**src/rtl/nibble_serial_adder_pkg.sv**
```systemverilog
// nibble_serial_adder_pkg: shared state encoding and slice width for the nibble-serial adder
package nibble_serial_adder_pkg;
  typedef enum logic [1:0] {IDLE, RUN, DONE} nsa_state_t;
  localparam int NIBBLE_W = 4;
endpackage

```
**src/rtl/nibble_add4.sv**
```systemverilog
// nibble_add4: combinational 4-bit adder slice
module nibble_add4
  import nibble_serial_adder_pkg::*;
(
  input  logic [NIBBLE_W-1:0] a,
  input  logic [NIBBLE_W-1:0] b,
  input  logic                ci,
  output logic [NIBBLE_W-1:0] s,
  output logic                co
);
  assign {co, s} = a + b + {{NIBBLE_W{1'b0}}, ci};
endmodule

```
**src/rtl/nibble_serial_adder.sv**
```systemverilog
// nibble_serial_adder: wide adder reusing one 4-bit slice, one nibble per clock, LSB first
// Optional signed-overflow output enabled by NIBBLE_SERIAL_ADDER_OVF_EN
module nibble_serial_adder
  import nibble_serial_adder_pkg::*;
#(
  parameter int WIDTH = 16
) (
  input  logic             clk,
  input  logic             rst,
  input  logic             in_valid,
  output logic             in_ready,
  input  logic [WIDTH-1:0] a,
  input  logic [WIDTH-1:0] b,
  input  logic             cin,
  output logic             out_valid,
  input  logic             out_ready,
  output logic [WIDTH-1:0] sum,
  output logic             cout
`ifdef NIBBLE_SERIAL_ADDER_OVF_EN
  ,
  output logic             ovf
`endif
);
  localparam int NIB = WIDTH / NIBBLE_W;
  localparam int IW = NIB > 1 ? $clog2(NIB) : 1;
  nsa_state_t st, nst;
  logic [IW-1:0] idx;
  logic [WIDTH-1:0] ra, rb;
  logic c, co, last;
  logic [NIBBLE_W-1:0] na, nb, s;
  assign na = NIBBLE_W'(ra >> (idx * NIBBLE_W));
  assign nb = NIBBLE_W'(rb >> (idx * NIBBLE_W));
  assign last = idx == IW'(NIB - 1);
  assign in_ready = st == IDLE;
  assign out_valid = st == DONE;
  nibble_add4 u_add (.a(na), .b(nb), .ci(c), .s(s), .co(co));
  always_comb begin
    nst = st;
    nst = st == IDLE ? (in_valid ? RUN : IDLE) :
          st == RUN  ? (last ? DONE : RUN) :
                       (out_ready ? IDLE : DONE);
  end
  always_ff @(posedge clk or posedge rst)
    if (rst) st <= IDLE;
    else st <= nst;
  // sum is cleared on accept so each nibble can simply be OR-ed into place
  always_ff @(posedge clk or posedge rst) begin
    if (rst) begin
      ra <= '0;
      rb <= '0;
      c <= 1'b0;
      idx <= '0;
      sum <= '0;
      cout <= 1'b0;
`ifdef NIBBLE_SERIAL_ADDER_OVF_EN
      ovf <= 1'b0;
`endif
    end else if (st == IDLE && in_valid) begin
      ra <= a;
      rb <= b;
      c <= cin;
      idx <= '0;
      sum <= '0;
    end else if (st == RUN) begin
      sum <= sum | (WIDTH'(s) << (idx * NIBBLE_W));
      c <= co;
      idx <= last ? idx : idx + 1'b1;
      if (last) cout <= co;
`ifdef NIBBLE_SERIAL_ADDER_OVF_EN
      if (last) ovf <= (ra[WIDTH-1] == rb[WIDTH-1]) && (s[NIBBLE_W-1] != ra[WIDTH-1]);
`endif
    end
  end
endmodule
```
**config.mk**
```make
export PLATFORM = sky130hd
export DESIGN_NAME = nibble_serial_adder
export DESIGN_NICKNAME = d
export VERILOG_FILES = /design/src/rtl/nibble_serial_adder_pkg.sv /design/src/rtl/nibble_add4.sv /design/src/rtl/nibble_serial_adder.sv
export SDC_FILE = /design/constraint.sdc
export NUM_CORES = 1
export LEC_CHECK = 0
export BUFFER_PORTS_ARGS = -buffer_cell sky130_fd_sc_hd__buf_2
export CAP_MARGIN = 10
export CORE_UTILIZATION = 50
export DETAILED_ROUTE_END_ITERATION = 7
export GPL_TIMING_DRIVEN = 0
export HOLD_SLACK_MARGIN = 0.08
export PLACE_DENSITY = 0.81
export SLEW_MARGIN = 20
export SYNTH_ARGS = -nofsm -noshare
export SYNTH_HDL_FRONTEND = slang
export SYNTH_SLANG_ARGS = --single-unit
```
**constraint.sdc**
```tcl
create_clock -name clk -period 2.9 [get_ports clk]
set_input_delay 0.58 -clock clk [delete_from_list [all_inputs] [get_ports clk]]
set_output_delay 0.58 -clock clk [all_outputs]
set_load 0.01 [all_outputs]
```
## Word-level counts from Yosys, hierarchy flattened

Cells that the tools add are included.

- Flip-flop bits (word level): 54
- Latch bits: 0
- Memory bits (writable): 0
- ROM bits: 0
- Input port bits: 37
- Output and inout port bits: 19
- Word-level logic and storage cells: 36
- Memories: 0

- Add/sub/neg operators: 3
- Multiply operators: 0
- Div/mod/pow operators: 0
- Magnitude comparators: 0
- Equality and inequality tests: 4
- Shift-type cells: 3
- Muxes and demuxes: 12
- Bitwise logic cells: 2
- Reductions and logical operators: 5

Operators by type and width:

| cell | count |
|---|---|
| 16-bit 2-to-1 mux | 2 |
| 16-bit by 4-bit right shift with 4-bit output | 2 |
| 16-bit bitwise OR | 1 |
| 4-bit by 4-bit left shift with 16-bit output | 1 |
| 2-bit 2-to-1 mux | 7 |
| 4-bit by 4-bit adder with 5-bit output | 1 |
| 5-bit by 1-bit adder with 5-bit output | 1 |
| 2-bit == test, second input constant | 2 |
| 1-bit 2-to-1 mux | 3 |
| 3-bit AND reduction | 1 |
| 2-bit by 1-bit adder with 2-bit output, second input constant | 1 |
| 2-bit by 1-bit == test with 1-bit output, second input constant | 1 |
| 2-bit logical NOT | 1 |
| 2-bit by 1-bit inequality test with 1-bit output, second input constant | 1 |
| 2-bit AND reduction | 1 |
| 2-bit nonzero test | 1 |
| 1-bit logical AND | 1 |
| 1-bit inverter | 1 |

## Depth between registers and ports, before layout

- Depth in word-level cells: 7
- Mapped depth: 7
- Gate-level depth less buffers: 6

## Cells and area by module

A second synthesis with hierarchy kept.

- Cell total of the unflattened synthesis: 179
- Area, all modules: 2590.0 um^2

By module, submodules not included:

| module | times used | cells an instance | area an instance (um^2) | seq. area each (um^2) |
|---|---|---|---|---|
| nibble_serial_adder | 1 | 163 | 2446.1 | 1351.3 |
| nibble_add4 | 1 | 16 | 143.9 | 0.0 |

## Least setup slack after synthesis

No wires, ideal clock.

- Path type: register to register
- Start: reg idx[0]
- End: reg c
- Setup time: 0.137 ns
- Arrival: 2.445 ns
- Data required time: 2.763 ns
- Slack: 0.318 ns
- Stages on the path, launching flop included: 8
- Path buffers: 1
- Clock period less this slack: 2.582 ns
- Cells stage by stage: dfrtp_1 > buf_4 > mux4_2 > fa_1 > fa_1 > a21o_2 > a21oi_1 > o221ai_1

- Word-level cells in the longest chain between the ends: 5
- Elaborated cells on any way between the ends: 6
- Those cells by class: 2 x add/sub; 2 x shift; 2 x mux

Ends and longest elaborated chain:

| item | line | text |
|---|---|---|
| from (decl) | nibble_serial_adder.sv:27 | `logic [IW-1:0] idx;` |
| from (signal assigned) | nibble_serial_adder.sv:67 | `idx <= last ? idx : idx + 1'b1;` |
| 16-bit by 4-bit right shift with 4-bit output (on tied branches) | nibble_serial_adder.sv:31, nibble_serial_adder.sv:32 |  |
| 4-bit by 4-bit adder with 5-bit output * | nibble_add4.sv:11 | `assign {co, s} = a + b + {{NIBBLE_W{1'b0}}, ci};` |
| 5-bit by 1-bit adder with 5-bit output * | nibble_add4.sv:11 |  |
| 1-bit 2-to-1 mux * | nibble_serial_adder.sv:64 | `end else if (st == RUN) begin` |
| 1-bit 2-to-1 mux * | nibble_serial_adder.sv:58 | `end else if (st == IDLE && in_valid) begin` |
| to (signal assigned) | nibble_serial_adder.sv:61 | `c <= cin;` |
| to (signal assigned) | nibble_serial_adder.sv:66 | `c <= co;` |
| to (decl) | nibble_serial_adder.sv:29 | `logic c, co, last;` |

Every way passes the cells marked *; elsewhere a longest branch is shown, timed or not. The select of a mux whose other input is x is not followed.
A chain may end at the register's enable or synchronous reset.

## Worst setup path in the final report

Same ends and word-level chain as after synthesis.

==> flow_summary.toml <==
[setup_path]
crit_path_top_delay_cell = "mux4_2"
cp_max_fo = 10
crit_required_ns = 3.09
crit_path_frequent_cell = "fa_1"
endpoint_kind = "flop"
start_kind = "flop"
path_cells = "buf_6 -> mux4_2 -> fa_1 -> fa_1 -> a21o_2 -> a21oi_1 -> o221ai_1"
crit_type = "reg2reg"
reg2reg_depth = 7
crit_family = "adder cells"
path_depth = 7
max_stage_delay_ns = 0.55
timing.critical_path.buf_inv = 1
arrival_ns = 2.90

[sta]
fin_tns_setup_ns = 0
worst_pin_slew_ns = 0.695
max_freq_ghz = 0.369
hold_viol = 0
maxSlewViolCount = 0
finalCritPeriodShare = 0.935
rsz0062_at_grt = "no"
hold_slack_ns = 0.373
setup_viol = 0
clock-skew-final_ns = 0.00593
min_period_ns = 2.71
relSlewSlack = 0.536

[logic_synthesis]
yosysMostFrequentCell = "dfrtp_1"
syn_inst = 165
synth_top_cell_by_area = "dfrtp_1"
synth_cell_types = 29
ys.flop_type = "dfrtp_1"
synth_top_area_share = 0.552
synth_commonest_cells = "dfrtp_1, mux2_2, nor2_1"
synthesis.area_sq_um = 2450
avgSynthCellArea_sq_um = 14.8
synth_edf_count = 0
syn-num-nets = 208
ys_seq_elements = 54
ys_top_cells_by_area = "dfrtp_1, mux2_2, mux4_2"
yosys_warnings = 0
yosysSeqAreaShare = 0.552
synthArstFlopShare = 1.00

[route]
drt_wl_total_mm = 4.52
drt_iter0_drc = 89
vias_per_cell = 5.29
first_pass_iters = 4
avgRoutedWirePerCell_um = 15.3
ant_nets = 0
drcViolationCount = 0
vias = 1565

[finish]
syn_to_final_growth_pct = 19.5
drive_above_1_share = 0.524
diodes = 0
num-nets-final = 271

[min_path]
hold_path.class = "in2async"

[grt]
overflow = 0
antenna_found_initial = 0
grt_first_pass_wirelength_mm = 7.70
track_usage = 0.199
first_global_vias = 1605
grt_max_degree = 33

[run]
drv_cap = 0

[clock_network]
cts_sinks = 54
clk_latency_ns = 0.31
cts_tree = "yes"
cts.path.max_buffers = 2
post_cts_buffers = 0
clk_pin_slew_worst_paths_ns = 0.09
cts_made_buffers = 5
htree_levels = 2
cts_root_buf = "clkbuf_8"

[floorplan]
core_sq_um = 4720
die_x_um = 71.9
die_h_um = 71.9
ios = 56
initial_utilization = 0.518
die_area_sq_um = 5180
rows = 25

[placed_design]
dp_hpwl_mm = 3.44
gp_congestion = 0.762
io_buffer_count = 55

[power_and_ir_drop]
p_leak_nw = 1.36
powerDensity_nw_per_um2 = 1270
peakVddDrop_mv = 0.621

[outcome]
status = "completed"
-- report_power, final --
group          switching [mW]  internal (mW)  total (mW)
registers               0.209           1.13        1.34
clock network           0.238          0.171       0.408
logic                   0.938           1.03        1.97
total                    1.38           2.33        3.71
-- per-layer routing --
layer | vias up | GRT usage | share of wire
li1 | 732 | - | -
met1 | 777 | 0.269 | 0.46
met2 | 49 | 0.321 | 0.48
met3 | 7 | 0.0417 | 0.045
met4 | 0 | 0.0719 | 0.015
met5 | - | 0 | 0
-- cell families (layout without fill, tap and decap cells) --
family	count (synthesis)	after routing	share of synthesized area
AOI/OAI and AO/OA	27	27	0.0803
xor gates and xnor gates	1	1	0.00358
adders and majority gates	6	6	0.0368
buffers and inverters	11	75	0.0322
DFF	54	54	0.552
muxes	42	42	0.230
and+or+nand+nor	24	24	0.0650
-- per-stage QoR --
stage / worst slack [ns] / instances / utilization / instance area, sq um / power [mW]
after floorplan: 0.318 / 165 / - / 2450 / 2.82
after global placement: 0.0664 / 287 / 0.594 / 2810 / 3.24
after CTS: 0.0652 / 296 / 0.618 / 2920 / 3.74
final: 0.190 / 296 / 0.619 / 2920 / 3.71
after detailed placement: 0.0797 / 288 / 0.600 / 2830 / 3.32
after global routing: 0.0456 / 296 / 0.619 / 2920 / 3.99
-- worst paths after layout --
check	slack (ns)	endpoint	start
min in group clk	0.46	st[1]	out_ready
setup / recovery	0.19	c	idx[0]
setup reg to reg	0.19	c	idx[0]
max in group asynchronous	1.97	idx[0]	rst
hold reg to reg	0.49	cout	cout
hold / removal	0.37	ra[10]	rst
-- sequential cells by signal, indices dropped and copies added (netlist names) --
register  cells
idx           2
st            2
cout          1
rb           16
sum          16
c             1
ra           16
-- area by class of cell --
cell class / count / area, sq um
plain buffers: 8 / 71.3
clock buffers: 6 / 72.6
clock inverters: 2 / 13.8
fillers: 383 / 1800
inverters: 3 / 11.3
multi-input cells: 100 / 1020
flip-flops and latches: 54 / 1350
well taps: 67 / 83.8
repair buffers: 56 / 303
-- timing repair --
item | CTS | global route
resized for setup | 0 | 2
setup endpoints to repair | 0 | 2
hold buffers | 0 | 0
-- cells in the final DEF, fill, tap and decap left out, drive strengths merged, types with 2 or more instances in the layout --
cell type	Yosys	final
a21o	2	2
ha	4	4
clkbuf	0	6
nor2	11	11
nand2	4	4
buf	8	64
o21ai	4	4
mux4	8	8
a21oi	8	8
fa	2	2
a32o	4	4
and4bb	2	2
inv	3	3
dfrtp	54	54
a22o	8	8
mux2	33	33
clkinv	0	2
Power figures use the tool's default switching activity.
